==> src/rtl/periodic_match_scanner.sv <==
// periodic_match_scanner
// Scans a 48-bit memory-dump word stream for runs of words that repeat with a
// fixed period. Each armed word is sent to an external comparator with the word
// PERIOD positions earlier. A run of RUN_LEN equal results produces a hit record
// that carries the index of the first word in the run.
// Optional feature: define PMS_MATCH_COUNT_EN to build a saturating 32-bit
// counter of equal results on match_count. Otherwise match_count is tied to 0.
module periodic_match_scanner #(
  parameter int PERIOD  = 4,
  parameter int RUN_LEN = 8,
  parameter int LATENCY = 2,
  parameter int IDX_W   = 32
) (
  input  logic              CLK,
  input  logic              RST,
  input  logic [47:0]       in_data,
  input  logic              in_valid,
  output logic              in_ready,
  output logic [47:0]       cmp_a,
  output logic [47:0]       cmp_b,
  input  logic              cmp_equal,
  output logic              hit_valid,
  input  logic              hit_ready,
  output logic [IDX_W-1:0]  hit_addr,
  output logic              hit_overflow,
  output logic [31:0]       match_count
);

  localparam int FILL_W = $clog2(PERIOD + 1);
  localparam int RUN_W  = $clog2(RUN_LEN + 1);

  // history, index and fill tracking
  logic [47:0]       hist_q [PERIOD];
  logic [47:0]       hist_d [PERIOD];
  logic [FILL_W-1:0] fill_q, fill_d;
  logic [IDX_W-1:0]  idx_q, idx_d;

  // comparator operand registers
  logic [47:0]       cmp_a_q, cmp_a_d;
  logic [47:0]       cmp_b_q, cmp_b_d;

  // issue tag pipeline, stage 0 is aligned with cmp_a/cmp_b
  logic [LATENCY:0]  tag_v_q, tag_v_d;
  logic [IDX_W-1:0]  tag_idx_q [0:LATENCY];
  logic [IDX_W-1:0]  tag_idx_d [0:LATENCY];

  // run tracking and hit record
  logic [RUN_W-1:0]  run_q, run_d;
  logic              hit_valid_q, hit_valid_d;
  logic [IDX_W-1:0]  hit_addr_q, hit_addr_d;
  logic              hit_ovf_q, hit_ovf_d;

  logic              accept_s;
  logic              armed_s;
  logic              issue_s;
  logic              res_v_s;
  logic [IDX_W-1:0]  res_idx_s;
  logic              gen_hit_s;
  logic [IDX_W-1:0]  gen_addr_s;
  logic              take_s;

  // handshake and issue qualification
  assign accept_s  = in_valid && !hit_valid_q;
  assign armed_s   = (fill_q == FILL_W'(PERIOD));
  assign issue_s   = accept_s && armed_s;
  assign res_v_s   = tag_v_q[LATENCY];
  assign res_idx_s = tag_idx_q[LATENCY];
  assign take_s    = hit_valid_q && hit_ready;

  // accept words: shift history, advance index/fill, load comparator operands
  always_comb begin
    hist_d  = hist_q;
    fill_d  = fill_q;
    idx_d   = idx_q;
    cmp_a_d = cmp_a_q;
    cmp_b_d = cmp_b_q;
    if (accept_s) begin
      hist_d[0] = in_data;
      for (int k = 1; k < PERIOD; k++) begin
        hist_d[k] = hist_q[k-1];
      end
      idx_d = idx_q + IDX_W'(1);
      if (armed_s) begin
        // oldest history entry is the word PERIOD positions back
        cmp_a_d = in_data;
        cmp_b_d = hist_q[PERIOD-1];
        fill_d  = fill_q;
      end else begin
        cmp_a_d = cmp_a_q;
        cmp_b_d = cmp_b_q;
        fill_d  = fill_q + FILL_W'(1);
      end
    end else begin
      hist_d  = hist_q;
    end
  end

  // delay issue tags to line up with the comparator result
  always_comb begin
    tag_v_d[0] = issue_s;
    if (issue_s) begin
      tag_idx_d[0] = idx_q;
    end else begin
      tag_idx_d[0] = tag_idx_q[0];
    end
    for (int k = 1; k <= LATENCY; k++) begin
      tag_v_d[k]   = tag_v_q[k-1];
      tag_idx_d[k] = tag_idx_q[k-1];
    end
  end

  // run counting on tagged comparator results
  always_comb begin
    run_d      = run_q;
    gen_hit_s  = 1'b0;
    gen_addr_s = res_idx_s - IDX_W'(RUN_LEN - 1);
    if (res_v_s) begin
      if (cmp_equal) begin
        if (run_q == RUN_W'(RUN_LEN - 1)) begin
          gen_hit_s = 1'b1;
          run_d     = {RUN_W{1'b0}};
        end else begin
          run_d     = run_q + RUN_W'(1);
        end
      end else begin
        run_d = {RUN_W{1'b0}};
      end
    end else begin
      run_d = run_q;
    end
  end

  // hit record: load, hand off, or drop with sticky overflow
  always_comb begin
    hit_valid_d = hit_valid_q;
    hit_addr_d  = hit_addr_q;
    hit_ovf_d   = hit_ovf_q;
    if (gen_hit_s) begin
      if (!hit_valid_q || take_s) begin
        hit_valid_d = 1'b1;
        hit_addr_d  = gen_addr_s;
      end else begin
        hit_ovf_d   = 1'b1;
      end
    end else if (take_s) begin
      hit_valid_d = 1'b0;
    end else begin
      hit_valid_d = hit_valid_q;
    end
  end

  // state registers with synchronous reset
  always_ff @(posedge CLK) begin
    if (RST) begin
      for (int k = 0; k < PERIOD; k++) begin
        hist_q[k] <= 48'd0;
      end
      fill_q      <= {FILL_W{1'b0}};
      idx_q       <= {IDX_W{1'b0}};
      cmp_a_q     <= 48'd0;
      cmp_b_q     <= 48'd0;
      tag_v_q     <= {(LATENCY+1){1'b0}};
      for (int k = 0; k <= LATENCY; k++) begin
        tag_idx_q[k] <= {IDX_W{1'b0}};
      end
      run_q       <= {RUN_W{1'b0}};
      hit_valid_q <= 1'b0;
      hit_addr_q  <= {IDX_W{1'b0}};
      hit_ovf_q   <= 1'b0;
    end else begin
      for (int k = 0; k < PERIOD; k++) begin
        hist_q[k] <= hist_d[k];
      end
      fill_q      <= fill_d;
      idx_q       <= idx_d;
      cmp_a_q     <= cmp_a_d;
      cmp_b_q     <= cmp_b_d;
      tag_v_q     <= tag_v_d;
      for (int k = 0; k <= LATENCY; k++) begin
        tag_idx_q[k] <= tag_idx_d[k];
      end
      run_q       <= run_d;
      hit_valid_q <= hit_valid_d;
      hit_addr_q  <= hit_addr_d;
      hit_ovf_q   <= hit_ovf_d;
    end
  end

`ifdef PMS_MATCH_COUNT_EN
  logic [31:0] match_cnt_q, match_cnt_d;

  // saturating count of tagged equal results
  always_comb begin
    if (res_v_s && cmp_equal && (match_cnt_q != 32'hFFFF_FFFF)) begin
      match_cnt_d = match_cnt_q + 32'd1;
    end else begin
      match_cnt_d = match_cnt_q;
    end
  end

  // match counter register
  always_ff @(posedge CLK) begin
    if (RST) begin
      match_cnt_q <= 32'd0;
    end else begin
      match_cnt_q <= match_cnt_d;
    end
  end

  assign match_count = match_cnt_q;
`else
  assign match_count = 32'd0;
`endif

  assign in_ready     = !hit_valid_q;
  assign cmp_a        = cmp_a_q;
  assign cmp_b        = cmp_b_q;
  assign hit_valid    = hit_valid_q;
  assign hit_addr     = hit_addr_q;
  assign hit_overflow = hit_ovf_q;

endmodule

==> config.mk <==
export PLATFORM = sky130hd
export DESIGN_NAME = periodic_match_scanner
export DESIGN_NICKNAME = d
export VERILOG_FILES = /design/src/rtl/periodic_match_scanner.sv
export SDC_FILE = /design/constraint.sdc
export NUM_CORES = 1
export LEC_CHECK = 0
export BUFFER_PORTS_ARGS = -buffer_cell sky130_fd_sc_hd__buf_2
export CORE_UTILIZATION = 51
export CTS_CLUSTER_DIAMETER = 80
export DETAILED_ROUTE_END_ITERATION = 7
export GPL_TIMING_DRIVEN = 0
export HOLD_SLACK_MARGIN = 0.15
export PLACE_DENSITY = 0.75
export SLEW_MARGIN = 20
export SYNTH_ARGS = -nofsm -noshare
export SYNTH_HDL_FRONTEND = slang
export SYNTH_SLANG_ARGS = --single-unit
==> constraint.sdc <==
create_clock -name CLK -period 2.3 [get_ports CLK]
set_clock_uncertainty 0.15 [all_clocks]
set_input_delay 0.23 -clock CLK [delete_from_list [all_inputs] [get_ports CLK]]
set_output_delay 0.23 -clock CLK [all_outputs]
set_load 0.1 [all_outputs]
==> flow_summary.toml, run 1 <==
[worst_setup_path]
cp_max_fo = 10
cp_slowest_cell = "or4_4"
critical-path-top-delay-family = "simple AND/OR/NAND/NOR gates"
path_cells = "or4_4 > or3_4 > buf_4 > or2_2 > a311oi_1"
crit_path_max_incr_delay_ns = 0.57
critPathBufInv = 1
path_class = "reg -> reg"
cp.required_ns = 2.59
cp.arrival_ns = 2.63
endpoint_kind = "flop"
critPathLaunchType = "flop"

[layout]
layout.nets = 2360
fillers = 2645
antennaDiodeCount = 0
drive_above_1_share = 0.1496
areaGrowthSynthToFinish_pct = 22.49

[sta]
fin_crit_sh = 1.017
tns_ns = -0.05260
fin_ws_ns = -0.03910
holdWs_ns = 0.1844
post-route-min-period_ns = 2.339
worst-slew-pin-transition_ns = 1.001
relSlewSlack = 0.3325
grt_setup_unrepaired = "true"
fmax_ghz = 0.4275
setup_viol = 2
maxSlewViolCount = 0
hold_violations = 0

[logic_synthesis]
ys_types = 47
seq_area_frac_synth = 0.5591
synthMuxAreaShare = 0.001823
ys_seq_elements = 460
async_reset_ff_frac = 0
synth_top_area_cell = "dfxtp_1"
synth_flop_cell = "dfxtp_1"
yosys.area_share.simple = 0.2305
synth_fa_ha_area_frac = 0.003798
synth_warnings = 0
synth_top_family_by_area = "simple AND/OR/NAND/NOR gates"
syn_inst = 1987
synth_compound_gate_area_share = 0.1434
netlist_area_sq_um = 16470
synth_edf_count = 0
synth_top_area_frac = 0.5591
synth_area_per_cell_sq_um = 8.290
synthTopCellsByArea = "dfxtp_1, nand2_1, a21oi_1"
yosys.area_share.xor_xnor = 0.01117

[floorplanning]
die_h_um = 181.7
die-area_sq_um = 33020
design.core.area_sq_um = 31640
dieWidth_um = 181.7
start_util = 0.5207
io_pins = 216
num_rows = 65

[global_routing]
grt_pass1_vias = 13630
antenna_found_initial = 0
grt_pass1_wl_um = 66500
grt_usage = 0.2474
gr-total-overflow = 0
grt_max_degree = 20

[power_and_ir_drop]
p_leak_uw = 0.007725
seqPwrFrac = 0.502
p_int_uw = 12460
peakVddDrop_mv = 0.6413
p_comb_frac = 0.057
switching_share = 0.2302
power_switching_uw = 3727
clock_power_share = 0.441
p_per_area_nw_per_um2 = 802.4

[route]
vias_per_cell = 5.333
drtAntennaViolNets = 0
route.detailed.drc = 0
firstDrtPassIters = 8
routed_wl_um = 42260
drt-wirelength-per-cell_um = 15.45
vias = 14590
initialDrtViolationCount = 930

[cts]
cts_buffers = 45
cts_tree = "done"
ctsRootBufferMaster = "clkbuf_16"
cts_max_level = 2
clock_latency_ns = 0.55
cts.reportedPaths.clkPinSlew_ns = 0.06
clock-sinks = 460
clk_path_buf_depth = 3

[placed_design]
gp_congestion = 0.8736
dp_hpwl_um = 29290
io_buffers = 182

[outcome]
violations = "setup timing"
status = "finished, violations left"

[worst_hold_path]
hold_class = "in -> reg"

[flow_run]
drv_cap = 0
==> cell families after synthesis <==
kind of cell    after synthesis
simple gates                882
fa+ha+maj                     5
flops                       460
buf+inv                     185
mux                           3
compound gates              430
xor+xnor                     21
other cells                   1
==> metrics by stage <==
| step | setup WS, ns | cells | utilization | power [uW] | instance area, sq um |
|---|---|---|---|---|---|
| 4_1_cts | -0.02372 | 2737 | 0.6357 | 16260 | 20110 |
| 2_1_floorplan | -0.04077 | 2018 | - | 8906 | 16590 |
| 5_1_grt | -0.07334 | 2735 | 0.6378 | 16690 | 20180 |
| 3_3_place_gp | -0.2894 | 2602 | 0.5691 | 9117 | 18000 |
| 3_5_place_dp | -0.2991 | 2602 | 0.5691 | 9131 | 18000 |
| 6_report | -0.03910 | 2735 | 0.6378 | 16190 | 20180 |
==> synthesized netlist by cell type (2+ instances only) <==
cell type,instances
a311oi_1,18
or3_1,14
nand3_1,14
clkbuf_1,138
or2_2,3
xnor2_1,15
nor4b_1,2
o21ai_0,12
nand4b_1,2
o41ai_1,2
buf_4,32
inv_1,9
a211oi_1,13
and4_1,3
dfxtp_1,460
nand2_1,658
nor2_1,48
ha_1,5
nor3_1,7
mux2i_1,3
a31oi_1,2
or4_1,31
buf_1,4
a21oi_1,347
nor2b_1,69
nand4_1,10
xor2_1,6
o21bai_1,2
o31ai_1,26
nand2b_1,3
or3b_2,2
o21ba_2,2
nand3b_1,2
and3_1,4
nor4_1,6
a21o_1,2
==> timing repair <==
action,4_1_cts,5_1_grt
buffers inserted,10,1
resized for setup,31,40
endpoints found under the setup margin,246,120
hold buffers,51,0
pin swaps,14,6
hold endpoints to repair,105,0
==> power groups by stage <==
stage	registers, uW	logic, uW	clock network [uW]
final	8130	916	7150
after global routing	8130	978	7580
after CTS	8130	898	7240
after detailed placement	8300	827	0
after global placement	8300	816	0
after floorplan	8310	594	0
==> placed cells by master, fill, tap and decap left out, drive strengths merged, types with 12 or more instances in the layout <==
master and instances:
conb 32, dlygate4sd3 51, a311oi 18, or4 32
a211oi 13, o21ai 12, nand2 658, nor2 48
clkbuf 199, nor2b 69, o31ai 26, dfxtp 460
xnor2 15, or3 14, nand3 14, a21oi 347
buf 234
==> cell type report <==
class                   instances  area [sq um]  share of cell area
inverters                       9         33.78            0.001674
well taps                     402         503.0             0.02493
multi-input cells            1373          6668              0.3305
flip-flops and latches        460          9233              0.4576
clock buffers                  71          1395             0.06914
plain buffers                 169         779.5             0.03863
repair buffers                244          1504             0.07454
clock inverters                 7         61.31            0.003039
==> worst paths after layout <==
| path | from | to | slack (ns) | depth (start not counted) |
|---|---|---|---|---|
| min reg2reg | tag_idx_q[0][56]$_SDFF_PP0_ | tag_idx_q[0][88]$_SDFF_PP0_ | 0.28 | 1 |
| min | RST | tag_idx_q[0][55]$_SDFF_PP0_ | 0.18 | 3 |
| max reg2reg | tag_idx_q[0][71]$_SDFF_PP0_ | hit_addr[19]$_SDFFE_PP0P_ | -0.04 | 5 |
| max | tag_idx_q[0][71]$_SDFF_PP0_ | hit_addr[19]$_SDFFE_PP0P_ | -0.04 | 5 |
==> registers in the layout, indices dropped and copies added, names as in the netlist <==
name / cells
idx_q: 32
hit_overflow: 1
hit_addr: 32
tag_v_q: 3
fill_q: 3
tag_idx_q: 96
run_q: 4
cmp_a: 48
hist_q: 192
cmp_b: 48
hit_valid: 1
==> routing by layer <==
| layer | GRT usage | routed length, um |
|---|---|---|
| met1 | 0.3134 | 18210 |
| met2 | 0.4277 | 19950 |
| met3 | 0.04091 | 2955 |
| met5 | 0 | 0 |
| met4 | 0.08169 | 1145 |
==> worst register-to-register path: stages (launching register included) <==
cell and delay (ns):
dfxtp_2 0.33, or4_4 0.57, or3_4 0.39, buf_4 0.20, or2_2 0.29, a311oi_1 0.31
Power figures use the tool's default switching activity.
==> inputs of run 2 (changes only) <==
==> constraint.sdc (replaced) <==
create_clock -name CLK -period 2.15 [get_ports CLK]
set_clock_uncertainty 0.15 [all_clocks]
set_input_delay 0.215 -clock CLK [delete_from_list [all_inputs] [get_ports CLK]]
set_output_delay 0.215 -clock CLK [all_outputs]
set_load 0.1 [all_outputs]
==> run 2 against run 1 <==
  * The run still ends with setup timing left
  * Die area stayed put
  * Sequential share of layout area fell by 1.3 points
  * Final area grew 3.1%
  * Combinational power is 9.1% higher
  * Worst setup slack worse by 0.17 ns
  * Non-clock buffer count up 22
  * Routed wire length grew 3.0%
  * Global-route usage up 0.46 points
  * Register-to-register slack got worse by 0.17 ns
  * Worst hold slack lost 0.034 ns
  * Largest cell class unchanged
  * Largest power group unchanged
  * Highest routed layer unchanged
==> flow_summary.toml, run 2 (same netlist as run 1, synthesis figures left out) <==
[floorplanning]
num_rows = 65
die-area_sq_um = 33020
die_h_um = 181.7
io_pins = 216
start_util = 0.5207
design.core.area_sq_um = 31640
dieWidth_um = 181.7

[placed_design]
place_area_sq_um = 18030
dp_hpwl_um = 29130
dp_slack_ns = -0.4274
io_buffers = 182
gp_congestion = 0.8628

[power_and_ir_drop]
p_int_uw = 13420
peakVddDrop_mv = 0.6344
seqPwrFrac = 0.496
p_leak_uw = 0.008052
p_per_area_nw_per_um2 = 842.1
power_switching_uw = 4090
switching_share = 0.2336
clock_power_share = 0.447
p_comb_frac = 0.057

[worst_hold_path]
min_to = "tag_idx_q[0][49]$_SDFF_PP0_"
holdCritStartpoint = "RST"
hold_depth = 3
hold_class = "in -> reg"

[global_routing]
gr-total-overflow = 0
grt_usage = 0.2520
grt_pass1_vias = 13870
grt_pass1_wl_um = 67900
antenna_found_initial = 0
grt_max_degree = 16

[sta]
holdWs_ns = 0.1503
post-route-min-period_ns = 2.359
tns_ns = -1.424
grt_setup_unrepaired = "true"
fmax_ghz = 0.4238
hold_violations = 0
worst-slew-pin-transition_ns = 0.8697
setup_viol = 21
fin_ws_ns = -0.2094
maxSlewViolCount = 0
fin_crit_sh = 1.097
relSlewSlack = 0.4202

[cts]
cts_max_level = 2
cts.reportedPaths.clkPinSlew_ns = 0.06
clock_latency_ns = 0.57
ctsRootBufferMaster = "clkbuf_16"
clock-sinks = 460
clk_path_buf_depth = 3
cts_tree = "done"
cts_buffers = 45

[worst_setup_path]
critPathLaunchType = "flop"
endpoint_kind = "flop"
cp_max_fo = 4
r2r_cells = 4
cp.required_ns = 2.47
reg2reg_from = "tag_idx_q[0][89]$_SDFF_PP0_"
ff2ff_setup_slack_ns = -0.21
r2r-end = "hit_addr[30]$_SDFFE_PP0P_"
path_class = "reg -> reg"
cp.arrival_ns = 2.68

[layout]
final_cell_mix = "nand2_1, dfxtp_1, a21oi_1"
fillers = 2479
areaGrowthSynthToFinish_pct = 26.25
largest_reg_flops = 192
drive_above_1_share = 0.1953
final_common_cell = "nand2_1"
largest_register = "hist_q"
multi_input_area_sq_um = 6907
antennaDiodeCount = 0
seq_area_sq_um = 9246
stdcell_area_sq_um = 20800
top_regs = "hist_q x192, tag_idx_q x96"
layout.nets = 2382

[route]
vias = 14740
route.detailed.drc = 0
firstDrtPassIters = 6
initialDrtViolationCount = 1092
drt-wirelength-per-cell_um = 15.78
vias_per_cell = 5.346
drtAntennaViolNets = 0
routed_wl_um = 43520

[flow_run]
drv_cap = 0

[outcome]
status = "finished, violations left"
violations = "setup timing"
==> run 2: how the worst max path moves through the flow <==
| stage | start | to | slack, ns | cells after the start |
|---|---|---|---|---|
| finish | tag_idx_q[0][89]$_SDFF_PP0_ | hit_addr[30]$_SDFFE_PP0P_ | -0.21 | 4 |
| CTS | tag_idx_q[0][71]$_SDFF_PP0_ | hit_addr[24]$_SDFFE_PP0P_ | -0.21 | 5 |
| global placement | tag_idx_q[0][64]$_SDFF_PP0_ | hit_addr[28]$_SDFFE_PP0P_ | -0.40 | 6 |
| floorplan | tag_idx_q[0][72]$_SDFF_PP0_ | hit_addr[26]$_SDFFE_PP0P_ | -0.19 | 6 |
| detailed placement | idx_q[2]$_SDFFE_PP0P_ | idx_q[16]$_SDFFE_PP0P_ | -0.43 | 6 |
| global route | tag_idx_q[0][89]$_SDFF_PP0_ | hit_addr[30]$_SDFFE_PP0P_ | -0.27 | 4 |
==> run 2: timing repair <==
item                                    CTS  global route
hold buffers                             52             0
endpoints found under the setup margin  332           278
setup buffers                            18            12
gates resized for setup                  60           155
hold endpoints to repair                108             0
gates cloned                              0             2
pin swaps                                23            39
==> run 2: through the flow <==
stage | cells | total power (uW) | util
floorplan | 2018 | 9526 | -
global placement | 2602 | 9751 | 0.5698
detailed placement | 2602 | 9768 | 0.5698
CTS | 2746 | 17540 | 0.6423
global route | 2757 | 18000 | 0.6573
finish | 2757 | 17510 | 0.6573
==> run 2: layer usage <==
metal | share of wire | vias up | track usage
met5 | 0 | - | 0
met1 | 0.43 | 6869 | 0.3262
li1 | - | 7222 | -
met3 | 0.066 | 101 | 0.03871
met2 | 0.48 | 546 | 0.4320
met4 | 0.024 | 0 | 0.07763
==> run 2: area by class of cell <==
class,count,share of cell area
timing repair buffer,266,0.08357
multi-input combinational,1373,0.3321
clock inverter,14,0.007581
clock buffer,64,0.06347
sequential,460,0.4446
buffer,169,0.04284
inverter,9,0.001624
tap,402,0.02419
==> run 2: worst max-delay path, stage by stage (launching register included) <==
cell and delay [ns]:
dfxtp_1 0.35, or4_4 0.50, or4_4 0.45, or4_4 0.53, a311oi_2 0.28
==> run 2: power by group through the flow <==
stage	sequential, uW	combinational (uW)	clock [uW]
global placement	8880	872	0
finish	8690	999	7820
detailed placement	8880	886	0
global route	8700	1070	8230
floorplan	8890	635	0
CTS	8690	972	7880
